`src/rtl/alu_issue_ctrl.sv`:
```
// alu_issue_ctrl: issue/decode controller on the producer side of the ALU.
// It accepts one decoded register-read bundle per handshake, maps
// opcode/funct3/funct7 to an ALU select code and registers the operands
// onto the ALU inputs. One cycle later it captures the ALU result and
// offers it, together with rd, to writeback over a valid/ready handshake.
// Supported classes are OP, OP-IMM, LUI and AUIPC. Any other opcode is
// reported as illegal and is never sent to the ALU.
module alu_issue_ctrl #(
    parameter int SEL_W = 4,
    parameter int XLEN  = 32
) (
    input  logic              clk,
    input  logic              rst,
    // instruction bundle from register read
    input  logic              in_valid,
    output logic              in_ready,
    input  logic [XLEN-1:0]   in_inst,
    input  logic [XLEN-1:0]   in_pc,
    input  logic [XLEN-1:0]   in_rs1,
    input  logic [XLEN-1:0]   in_rs2,
    // ALU producer interface
    output logic [SEL_W-1:0]  alu_sel,
    output logic [XLEN-1:0]   alu_a,
    output logic [XLEN-1:0]   alu_b,
    input  logic [XLEN-1:0]   alu_out,
    // result bundle to writeback
    output logic              out_valid,
    input  logic              out_ready,
    output logic [4:0]        out_rd,
    output logic [XLEN-1:0]   out_data,
    output logic              out_illegal
);

    // ------------------------------------------------------------------
    // Encodings
    // ------------------------------------------------------------------
    typedef enum logic [1:0] {
        IDLE = 2'd0,
        EXEC = 2'd1,
        DONE = 2'd2
    } state_t;

    // Major opcodes. The low two bits (11) are part of each constant, so a
    // compressed-style word with inst[1:0] != 11 never matches and falls
    // through to the illegal path.
    localparam logic [6:0] OPC_OP     = 7'b0110011;
    localparam logic [6:0] OPC_OP_IMM = 7'b0010011;
    localparam logic [6:0] OPC_LUI    = 7'b0110111;
    localparam logic [6:0] OPC_AUIPC  = 7'b0010111;

    localparam logic [6:0] F7_BASE = 7'b0000000;
    localparam logic [6:0] F7_ALT  = 7'b0100000;

    localparam logic [2:0] F3_ADD  = 3'b000;
    localparam logic [2:0] F3_SLL  = 3'b001;
    localparam logic [2:0] F3_SLT  = 3'b010;
    localparam logic [2:0] F3_SLTU = 3'b011;
    localparam logic [2:0] F3_XOR  = 3'b100;
    localparam logic [2:0] F3_SR   = 3'b101;
    localparam logic [2:0] F3_OR   = 3'b110;
    localparam logic [2:0] F3_AND  = 3'b111;

    // ALU select codes; must agree with the ALU's own decode.
    localparam logic [SEL_W-1:0] SEL_ADD   = SEL_W'(0);
    localparam logic [SEL_W-1:0] SEL_SUB   = SEL_W'(1);
    localparam logic [SEL_W-1:0] SEL_SLL   = SEL_W'(2);
    localparam logic [SEL_W-1:0] SEL_SLT   = SEL_W'(3);
    localparam logic [SEL_W-1:0] SEL_SLTU  = SEL_W'(4);
    localparam logic [SEL_W-1:0] SEL_XOR   = SEL_W'(5);
    localparam logic [SEL_W-1:0] SEL_SRL   = SEL_W'(6);
    localparam logic [SEL_W-1:0] SEL_SRA   = SEL_W'(7);
    localparam logic [SEL_W-1:0] SEL_OR    = SEL_W'(8);
    localparam logic [SEL_W-1:0] SEL_AND   = SEL_W'(9);
    localparam logic [SEL_W-1:0] SEL_LUI   = SEL_W'(10);
    localparam logic [SEL_W-1:0] SEL_AUIPC = SEL_W'(11);

    // ------------------------------------------------------------------
    // Instruction fields and operand forms
    // ------------------------------------------------------------------
    logic [6:0]      opcode;
    logic [2:0]      funct3;
    logic [6:0]      funct7;
    logic [XLEN-1:0] imm_i;      // sign-extended I-type immediate
    logic [XLEN-1:0] imm_u;      // U-type payload, right-aligned; the ALU shifts it
    logic [XLEN-1:0] shamt_reg;  // register shift amount, upper bits masked off
    logic [XLEN-1:0] shamt_imm;  // immediate shift amount from inst[24:20]

    assign opcode    = in_inst[6:0];
    assign funct3    = in_inst[14:12];
    assign funct7    = in_inst[31:25];
    assign imm_i     = {{(XLEN-12){in_inst[31]}}, in_inst[31:20]};
    assign imm_u     = {{(XLEN-20){1'b0}}, in_inst[31:12]};
    assign shamt_reg = {{(XLEN-5){1'b0}}, in_rs2[4:0]};
    assign shamt_imm = {{(XLEN-5){1'b0}}, in_inst[24:20]};

    // ------------------------------------------------------------------
    // Decode results (valid only while a bundle is being accepted)
    // ------------------------------------------------------------------
    logic [SEL_W-1:0] dec_sel;
    logic [XLEN-1:0]  dec_a;
    logic [XLEN-1:0]  dec_b;
    logic             dec_illegal;

    state_t state;
    state_t state_next;
    logic   accept;

    // Translate the instruction into an ALU select code and operands.
    always_comb begin
        // NOTE: every output gets a default before the case tree so that
        // no path leaves a signal unassigned, which would infer a latch.
        dec_sel     = SEL_ADD;
        dec_a       = '0;
        dec_b       = '0;
        dec_illegal = 1'b0;

        unique case (opcode)
            OPC_OP: begin
                dec_a = in_rs1;
                dec_b = in_rs2;
                if (funct7 == F7_BASE) begin
                    unique case (funct3)
                        F3_ADD:  dec_sel = SEL_ADD;
                        F3_SLL:  begin dec_sel = SEL_SLL; dec_b = shamt_reg; end
                        F3_SLT:  dec_sel = SEL_SLT;
                        F3_SLTU: dec_sel = SEL_SLTU;
                        F3_XOR:  dec_sel = SEL_XOR;
                        F3_SR:   begin dec_sel = SEL_SRL; dec_b = shamt_reg; end
                        F3_OR:   dec_sel = SEL_OR;
                        F3_AND:  dec_sel = SEL_AND;
                        default: dec_illegal = 1'b1;
                    endcase
                end else if (funct7 == F7_ALT && funct3 == F3_ADD) begin
                    dec_sel = SEL_SUB;
                end else if (funct7 == F7_ALT && funct3 == F3_SR) begin
                    dec_sel = SEL_SRA;
                    dec_b   = shamt_reg;
                end else begin
                    dec_illegal = 1'b1;
                end
            end

            OPC_OP_IMM: begin
                // There is no SUBI, so funct3 000 is ADDI whatever inst[31:25] holds.
                dec_a = in_rs1;
                dec_b = imm_i;
                unique case (funct3)
                    F3_ADD:  dec_sel = SEL_ADD;
                    F3_SLT:  dec_sel = SEL_SLT;
                    F3_SLTU: dec_sel = SEL_SLTU;   // immediate is still sign-extended
                    F3_XOR:  dec_sel = SEL_XOR;
                    F3_OR:   dec_sel = SEL_OR;
                    F3_AND:  dec_sel = SEL_AND;
                    F3_SLL: begin
                        dec_b = shamt_imm;
                        if (funct7 == F7_BASE) dec_sel     = SEL_SLL;
                        else                   dec_illegal = 1'b1;
                    end
                    F3_SR: begin
                        dec_b = shamt_imm;
                        if (funct7 == F7_BASE)     dec_sel     = SEL_SRL;
                        else if (funct7 == F7_ALT) dec_sel     = SEL_SRA;
                        else                       dec_illegal = 1'b1;
                    end
                    default: dec_illegal = 1'b1;
                endcase
            end

            OPC_LUI: begin
                dec_sel = SEL_LUI;
                dec_a   = '0;
                dec_b   = imm_u;
            end

            OPC_AUIPC: begin
                dec_sel = SEL_AUIPC;
                dec_a   = in_pc;
                dec_b   = imm_u;
            end

            default: dec_illegal = 1'b1;
        endcase

        // Illegal bundles never reach the ALU, so report a neutral select.
        if (dec_illegal) begin
            dec_sel = SEL_ADD;
        end
    end

    // ------------------------------------------------------------------
    // Control FSM
    // ------------------------------------------------------------------
    assign in_ready  = (state == IDLE) && !rst;
    assign accept    = in_valid && in_ready;
    // Gated by rst so that no result handshake can complete while the
    // in-flight instruction is being discarded.
    assign out_valid = (state == DONE) && !rst;

    // State register.
    always_ff @(posedge clk) begin
        // NOTE: sequential state uses non-blocking assignments so every
        // register samples its inputs from before the clock edge.
        if (rst) begin
            state <= IDLE;
        end else begin
            state <= state_next;
        end
    end

    // Next-state logic: one accept, one execute cycle, then hold until drained.
    always_comb begin
        state_next = state;
        unique case (state)
            IDLE: begin
                if (accept) begin
                    state_next = dec_illegal ? DONE : EXEC;
                end
            end
            EXEC: state_next = DONE;
            DONE: begin
                // Returning to IDLE here, rather than re-accepting, keeps the
                // result stable for exactly one handshake.
                if (out_ready) begin
                    state_next = IDLE;
                end
            end
            default: state_next = IDLE;
        endcase
    end

    // ------------------------------------------------------------------
    // Datapath registers
    // ------------------------------------------------------------------
    // Operand and result registers: loaded on accept, result captured in EXEC.
    always_ff @(posedge clk) begin
        if (rst) begin
            alu_sel     <= '0;
            alu_a       <= '0;
            alu_b       <= '0;
            out_rd      <= '0;
            out_data    <= '0;
            out_illegal <= 1'b0;
        end else begin
            if (accept) begin
                out_rd <= in_inst[11:7];
                if (dec_illegal) begin
                    // Operands keep their previous values; only the select clears.
                    out_illegal <= 1'b1;
                    out_data    <= '0;
                    alu_sel     <= '0;
                end else begin
                    out_illegal <= 1'b0;
                    alu_sel     <= dec_sel;
                    alu_a       <= dec_a;
                    alu_b       <= dec_b;
                end
            end
            if (state == EXEC) begin
                out_data <= alu_out;
            end
        end
    end

endmodule

```
`config.mk`:
```
export PLATFORM = sky130hd
export DESIGN_NAME = alu_issue_ctrl
export DESIGN_NICKNAME = d
export VERILOG_FILES = /design/src/rtl/alu_issue_ctrl.sv
export SDC_FILE = /design/constraint.sdc
export NUM_CORES = 1
export LEC_CHECK = 0
export ABC_AREA = 1
export CAP_MARGIN = 20
export CORE_MARGIN = 2
export CORE_UTILIZATION = 40
export DETAILED_ROUTE_END_ITERATION = 10
export HOLD_SLACK_MARGIN = 0.03
export PLACE_DENSITY = 0.93
export REMOVE_ABC_BUFFERS = 1
export SLEW_MARGIN = 10
export SYNTH_ARGS = -nofsm -noshare
export SYNTH_HDL_FRONTEND = slang
export SYNTH_SLANG_ARGS = --single-unit
```
`constraint.sdc`:
```
create_clock -name clk -period 1.9 [get_ports clk]
set_input_delay 0.38 -clock clk [delete_from_list [all_inputs] [get_ports clk]]
set_output_delay 0.38 -clock clk [all_outputs]
set_load 0.01 [all_outputs]
```
==> Word-level counts from Yosys, hierarchy flattened <==
Index checks and enable logic that the tools add are counted.
{ "op_classes": {"n_eq_ne": 16, "n_mux": 33, "bitwise_logic": 1, "reduce_logical": 17} }
{ "op_table": {"columns": ["operator", "n"], "rows": [
  ["32-bit 2-to-1 mux", 8],
  ["32-bit one-hot mux with 3 select lines", 1],
  ["32-bit one-hot mux with 2 select lines", 1],
  ["4-bit one-hot mux with 8 select lines", 2],
  ["7-bit by 6-bit == test with 1-bit output (second input constant)", 3],
  ["4-bit one-hot mux with 4 select lines", 1],
  ["7-bit by 5-bit == test with 1-bit output (second input constant)", 2],
  ["3-bit == test (second input constant)", 4],
  ["3-bit 2-to-1 mux", 4],
  ["2-bit 2-to-1 mux", 4],
  ["4-bit 2-to-1 mux", 2],
  ["7-bit zero test", 1],
  ["1-bit 2-to-1 mux", 7],
  ["3-bit by 2-bit == test with 1-bit output (second input constant)", 2],
  ["2-bit one-hot mux with 3 select lines", 1],
  ["2-bit AND reduction", 3],
  ["2-bit OR reduction", 3],
  ["1-bit logical AND", 5],
  ["2-bit inequality test (second input constant)", 2],
  ["2-bit nonzero test", 2],
  ["3-bit by 1-bit == test with 1-bit output (second input constant)", 1],
  ["3-bit zero test", 1],
  ["1-bit one-hot mux with 3 select lines", 1],
  ["2-bit by 1-bit == test with 1-bit output (second input constant)", 1],
  ["other kinds (5)", 5]
]} }
{ "totals": {"regBits": 108, "out_inout_bits": 108, "elab_cells": 74} }

==> Logic depth before layout (Yosys ltp) <==
Gate-level depths: netlist (run 1).
{ "depth": {"word_depth": 9, "depth_mapped": 11, "mapped_depth_nobuf": 10} }

==> Least setup slack after synthesis (run 1) <==
No wires, ideal clock.
{ "synth_timing": {"path_type": "input to register", "start": "in rst", "end": "reg alu_a[0]", "t_arrival_ps": 1604, "setup_slack_ps": 225, "path_stages": 9, "path_buffers": 4, "path_cell_list": "clkbuf_1 > nor3_2 > nand2_1 > clkbuf_1 > nor2_2 > buf_6 > buf_6 > nand2_1 > a21oi_1"} }
{ "synth_via": {"elab_chain_len": 4} }
{ "synth_lines": {"columns": ["element", "line", "text"], "rows": [
  ["from (decl)", "13", "input logic rst,"],
  ["1-bit zero test", "193", "assign in_ready = (state == IDLE) && !rst;"],
  ["1-bit logical AND", "193", null],
  ["via in_ready", "16", "output logic in_ready,"],
  ["1-bit logical AND", "194", "assign accept = in_valid && in_ready;"],
  ["2-bit AND reduction (no source line)", null, null],
  ["to (signal assigned)", "238", "alu_a <= '0;"],
  ["to (signal assigned)", "254", "alu_a <= dec_a;"],
  ["to (decl)", "23", "output logic [XLEN-1:0] alu_a,"]
]} }
The timed path passes the listed nets, and every way through them passes these cells.
A chain may end at the register's enable or synchronous reset.

==> Worst setup path in the final report (run 1) <==
{ "layout_timing": {"start": "in in_inst[26]", "end": "reg alu_b[17]"} }
{ "layout_via": {"elab_chain_len": 8, "word_cells_on_any_way": 18} }
{ "layout_lines": {"columns": ["element", "line", "text"], "rows": [
  ["from (decl)", "17", "input logic [XLEN-1:0] in_inst,"],
  ["7-bit by 6-bit == test with 1-bit output", "133, 135, 162", null],
  ["1-bit logical AND", "135", "end else if (funct7 == F7_ALT && funct3 == F3_SR) begin"],
  ["1-bit 2-to-1 mux", "135", null],
  ["1-bit 2-to-1 mux", "133", "end else if (funct7 == F7_ALT && funct3 == F3_ADD) begin"],
  ["1-bit 2-to-1 mux", "121", "if (funct7 == F7_BASE) begin"],
  ["1-bit one-hot mux with 3 select lines", "117", "unique case (opcode)"],
  ["1-bit NOT (no source line)", null, null],
  ["2-bit AND reduction (no source line)", null, null],
  ["to (signal assigned)", "239", "alu_b <= '0;"],
  ["to (signal assigned)", "255", "alu_b <= dec_b;"],
  ["to (decl)", "24", "output logic [XLEN-1:0] alu_b,"]
]} }
Parallel ways exist; a longest one is shown, timed or not.

==> run summary, run 1 <==
Status - finished, final reports clean
Main combinational cell family by area after synthesis - simple AND/OR/NAND/NOR gates
Share of the synthesized netlist area taken by xor and xnor gates - 0%
Adder and majority gate portion of the synthesized area - 0%
Via count of the first global-routing pass - 5,672
Number of I/O pins - 272
Internal power consumption - 3.62 mW
Synthesis-to-finish area growth - 80.4%
Initial core utilization - 40.8%
Post-place instance area - 8350 um2
Maximum vdd ir drop - 0.000333 V
Clock insertion delay at the later pin of the skew report - 0.35 ns
CTS tree - yes
Via count - 6,524
Post-layout minimum cycle time - 1.85 ns
Clock transition at path regs - 0.07 ns
Synth Cell Area - 5130 um2
Part of the total power dissipated in combinational logic - 13.8%
Largest net degree at the start of global routing - 43
Max Clk Rate - 542 MHz
Actual transition at the worst max-transition pin - 0.531 ns
Leakage power figure - 3.65 nW
DP Wirelength - 13,400 um
Met3 Use GR - 6.13%
Clock root cell - clkbuf_16
Antenna Violating Nets Remaining - 0
GR Layer Usage met1 - 28.9%
CTS Hold Buffers Added - 0
Total of warnings raised by yosys - 0
Setup CP Type - in -> reg
Nets@finish - 1,236
Number of iterations in the first detailed-routing pass - 5
Total CTS buffers - 9
Area inside the core boundary - 12,600 um2
Sequential area share after synthesis - 42.2%
Final std cell area, no fill - 9250 um2
Max Cap Viol - 0
Antenna violations before repair - 1
Total power - 4.78 mW
Final Cycle Share - 97.1%
Top library cells by usage in the layout, fill and taps aside - 253 x clkdlybuf4s50_1, 211 x nand2_1, 108 x dfxtp_1
Share of layout cells above drive strength 1 - 15.0%
Non-filler cells, final - 1,249
Weighted congestion at the end of routability-driven global placement - 0.972
DP Cell Count - 1,210
Chip width - 117 um
Worst rel slew slack - 64.6%
Vertical extent of the die - 117 um
Worst path arrival time - 2.06 ns
Aggregate global-route resource usage - 25.0%
Met2 GRT Util - 44.9%
Clk network pwr share - 38.5%
Basic-gate share of the synthesized area counting and, or, nand and nor cells - 31.6%
Share of total power in sequential cells - 47.7%
Most used flip-flop cell after synthesis - dfxtp_1
Count of input and output buffers - 271
Power density of the placed cells - 517 nW/um2
Worst hold slack - 0.463 ns
Area of the die - 13,700 um2
Number of cells produced by synthesis - 759
Worst clock skew - 0.00623 ns
Number of different library cells in the post-synthesis netlist - 25
Routed vias/inst - 5.22
Startpoint type of the worst setup path - input port
Total negative slack - 0 ns
Largest fanout on the critical path - 8
Wirelength per Cell - 16.7 um
FFs w/ async S/R, synth - 0%
Number of DRC violations after detailed-routing iteration 0 - 578
Post-Synthesis Mean Instance Area - 6.76 um2
Area fraction in compound gates after synthesis - 15.8%
Path category of the worst min-delay check - reg -> reg
Switching power summed over all nets - 1.16 mW
Commonest non-fill, non-tap cell in the layout - clkdlybuf4s50_1
Wire length of the first global-routing pass - 26,900 um
Final setup vio count - 0
Number of enable-type register cells in the synthesized netlist - 0
Final hold violation count - 0
Number of sinks handled by clock tree synthesis - 108
Most utilized layer in the global route result - met2
WL final - 20,800 um
Remaining DRCs - 0
Final count of pins violating max slew - 0
Crit path capture type - register
Bufs on Longest Clock Path - 2
Required time of the worst setup path - 2.12 ns
Switching part of the total power - 24.3%
Register bit total from synthesis - 108
Mux cell area share after synthesis - 0%
H-tree lvl count - 3
Global-route congestion overflow total - 0
Number of standard-cell rows in the floorplan - 41
power groups by stage:
stage | Sequential, mW | Combinational [mW] | Clock (mW)
final | 2.28 | 0.661 | 1.84
after global routing | 2.28 | 0.704 | 1.93
after CTS | 2.28 | 0.631 | 1.85
after detailed placement | 2.33 | 0.623 | 0
after global placement | 2.33 | 0.615 | 0
after floorplan | 2.34 | 0.104 | 0
layer usage:
metal	wire, um	vias to the layer above
li1	-	3116
met1	7880	3039
met2	10500	321
met3	1810	48
met4	619	0
met5	0	-
path summary, 6_finish.rpt:
| check | endpoint | from | slack [ns] | cells past startpoint |
|---|---|---|---|---|
| setup reg to reg | alu_b[17]$_SDFFE_PP0P_ | state[1]$_SDFFE_PP0P_ | 0.22 | 8 |
| hold reg to reg | alu_b[11]$_SDFFE_PP0P_ | alu_b[11]$_SDFFE_PP0P_ | 0.46 | 2 |
| hold / removal | alu_b[11]$_SDFFE_PP0P_ | alu_b[11]$_SDFFE_PP0P_ | 0.46 | 2 |
| setup / recovery | alu_b[17]$_SDFFE_PP0P_ | in_inst[26] | 0.05 | 11 |
final cells by class:
type | instances | area [um2]
repair buffers | 358 | 3730
fillers | 903 | 3320
multi-input cells | 529 | 2610
flip-flops and latches | 108 | 2160
inverters | 66 | 248
clock buffers | 10 | 239
well taps | 172 | 215
clock inverters | 5 | 43.8
diodes | 1 | 2.50
sequential cells by signal, summed over array words and instances, names as in the netlist:
| signal | cells |
|---|---|
| alu_a | 32 |
| alu_b | 32 |
| out_data | 32 |
| out_rd | 5 |
| alu_sel | 4 |
| state | 2 |
| out_illegal | 1 |
cell families (layout without fill, tap and decap cells):
group                  Yosys count  in the layout
and+or+nand+nor                370            370
AOI/OAI and AO/OA              159            159
buffers and inverters          122            439
DFF                            108            108
other                            0              1
metrics by stage:
stage | utilization [%] | setup WS [ns]
after floorplan | - | -1.26
after global placement | 66.4 | -0.386
after detailed placement | 66.4 | -0.450
after CTS | 69.6 | -0.0434
after global routing | 73.6 | -0.00750
final | 73.6 | 0.0545
timing repair:
action,CTS,global route
pin swaps,3,24
buffers inserted,5,4
setup endpoints to repair,96,102
hold endpoints to repair,0,0
gates resized for setup,10,71
gates cloned,2,12
cell usage after synthesis, types with 4 or more instances:
cell type  instances  area [um2]
o21ai_0           47         235
nand2_1          219         822
buf_6              6        67.6
nor3_1             5        25.0
a21oi_1          104         521
buf_4              6        45.0
nand3_1          101         505
inv_1             62         233
dfxtp_1          108        2160
clkbuf_1          27         101
inv_2              4        15.0
nor2_2             5        31.3
buf_1              6        22.5
nand4_1           16         100
buf_2             11        55.1
nor2_1            15        56.3
critical path: stages:
cell	delay (ns)
dlygate4sd2_1	0.26
nor2_2	0.15
nand2_2	0.12
nor2_4	0.18
inv_2	0.09
nand3_4	0.10
nand4_1	0.23
clkbuf_16	0.25
clkbuf_16	0.16
nand2_1	0.07
a21oi_1	0.07
Note: power is estimated with default switching activity, not from simulation.
==> run 2: changes to the inputs <==
--- a/config.mk
+++ b/config.mk
@@ -7,6 +7,7 @@
 export LEC_CHECK = 0
 export ABC_AREA = 1
 export CAP_MARGIN = 20
+export CORE_ASPECT_RATIO = 0.75
 export CORE_MARGIN = 2
 export CORE_UTILIZATION = 40
 export DETAILED_ROUTE_END_ITERATION = 10
==> run summary, run 2 (synthesis results as in run 1) <==
Final Cycle Share - 96.6%
Number of I/O pins - 272
Min-Delay Startpoint - rst
Commonest non-fill, non-tap cell in the layout - clkdlybuf4s50_1
DP Wirelength - 13,900 um
Worst hold slack - 0.251 ns
Combined flip-flop and latch cell area - 2160 um2
Clock root cell - clkbuf_16
Max Cap Viol - 0
Worst path arrival time - 1.45 ns
Via count of the first global-routing pass - 6,060
Total power - 4.86 mW
Final count of pins violating max slew - 0
Max Clk Rate - 545 MHz
Status - finished, final reports clean
Part of the total power dissipated in combinational logic - 13.2%
Aggregate global-route resource usage - 27.0%
Minimum setup slack after placement - -0.464 ns
Total negative slack - 0 ns
Critical path's largest stage delay - 0.56 ns
Fill cell count - 918
Cell-by-cell trace of the critical path - inv_1 -> nand2_1 -> nor2_1 -> clkdlybuf4s50_1
Initial core utilization - 41.4%
Internal power consumption - 3.61 mW
Critical path buffers and inverters - 2
Remaining DRCs - 0
Global-route congestion overflow total - 0
Routed vias/inst - 5.29
Utilization after layout - 72.8%
Count of input and output buffers - 271
Worst clock skew - 0.00747 ns
Nets@finish - 1,214
Wire length of the first global-routing pass - 29,600 um
Family with the most delay on the worst path - buffers and inverters
Slowest stage cell, crit path - clkdlybuf4s50_1
H-tree lvl count - 3
Area inside the core boundary - 12,400 um2
Worst setup path startpoint - state[0]$_SDFFE_PP0P_
Maximum vdd ir drop - 0.000443 V
Antenna fix cells - 0
Clock transition at path regs - 0.08 ns
Wirelength per Cell - 16.6 um
Total CTS buffers - 9
Antenna violations before repair - 0
Via count - 6,458
Least setup slack across all paths after layout - 0.0650 ns
Area of the die - 13,700 um2
Antenna Violating Nets Remaining - 0
Worst rel slew slack - 65.7%
Final setup vio count - 0
Top flop regs - alu_a: 32 flops, alu_b: 32 flops, out_data: 32 flops
Clock insertion delay at the later pin of the skew report - 0.35 ns
Chip width - 135 um
Weighted congestion at the end of routability-driven global placement - 0.881
Number of sinks handled by clock tree synthesis - 108
CTS Hold Buffers Added - 0
Synthesis-to-finish area growth - 76.1%
Clk network pwr share - 39.9%
Final hold violation count - 0
Setup CP Type - reg -> out
Startpoint type of the worst setup path - register
WL final - 20,200 um
Actual transition at the worst max-transition pin - 0.515 ns
Switching power summed over all nets - 1.24 mW
Vertical extent of the die - 102 um
Crit path capture type - primary output
Power density of the placed cells - 538 nW/um2
Largest fanout on the critical path - 2
Required time of the worst setup path - 1.52 ns
Post-layout minimum cycle time - 1.83 ns
Multi-input gate area - 2640 um2
Number of standard-cell rows in the floorplan - 35
Crit Reg-Reg Startpoint - state[1]$_SDFFE_PP0P_
Path category of the worst min-delay check - in -> reg
Share of total power in sequential cells - 46.9%
Number of iterations in the first detailed-routing pass - 5
Share of layout cells above drive strength 1 - 13.6%
Number of DRC violations after detailed-routing iteration 0 - 397
Switching part of the total power - 25.6%
CTS tree - yes
Largest net degree at the start of global routing - 105
Bufs on Longest Clock Path - 2
Top library cells by usage in the layout, fill and taps aside - 256 x clkdlybuf4s50_1, 208 x nand2_1, 108 x dfxtp_1
Leakage power figure - 3.46 nW
-- run 2: cell count changes in the layout (fill, tap and decap cells not counted), moves of 4 or more --
cell / previous run / this run
o21ai_0: 40 / 46
clkinv_8: 0 / 4
a21oi_1: 89 / 85
nand2_4: 0 / 5
o21ai_1: 7 / 3
buf_4: 61 / 44
dlymetal6s2s_1: 14 / 8
clkbuf_16: 18 / 13
a21oi_2: 15 / 19
-- run 2: power groups by stage --
stage | combinational [mW] | sequential, mW | clock (mW)
after detailed placement | 0.616 | 2.33 | 0
after floorplan | 0.104 | 2.34 | 0
after CTS | 0.624 | 2.28 | 1.98
after global placement | 0.612 | 2.33 | 0
final | 0.642 | 2.28 | 1.94
after global routing | 0.684 | 2.28 | 2.07
-- run 2: per-layer routing --
metal | up-vias | GRT usage (%) | part of all wire (%)
met5 | - | 0 | 0
met4 | 0 | 8.26 | 2.2
met3 | 39 | 8.78 | 12
met2 | 363 | 46.9 | 48
met1 | 2985 | 32.2 | 38
li1 | 3071 | - | -
-- run 2: through the flow --
step           instances  cell area [um2]
3_5_place_dp        1191             8280
4_1_cts             1215             8730
5_1_grt             1221             9030
3_3_place_gp        1191             8280
6_report            1221             9030
2_1_floorplan        703             4840
-- run 2: path summary, 6_finish.rpt --
kind	end	slack [ns]	depth (start not counted)
hold / removal	state[1]$_SDFFE_PP0P_	0.25	2
setup reg to reg	alu_b[13]$_SDFFE_PP0P_	0.29	8
hold reg to reg	out_rd[4]$_SDFFE_PP0P_	0.46	2
setup / recovery	out_valid	0.07	4
-- run 2: final cells by class --
class	count	area share, %
clock inverter	7	1.01
clock buffer	9	2.49
sequential	108	24.0
multi-input combinational	529	29.2
timing repair buffer	336	38.3
inverter	66	2.74
tap	166	2.30
-- run 2: worst reg2reg max path, delay by kind of cell, from the launching register on --
family	cells	cell delay, ns
AOI/OAI and AO/OA	1	0.15
buffers and inverters	3	0.47
DFF	1	0.34
and+or+nand+nor	4	0.60
-- run 2: what timing repair did --
action	in CTS	in global routing
setup buffers	7	1
endpoints found under the setup margin	97	101
gates cloned	1	5
pin swaps	8	29
gates resized for setup	23	52
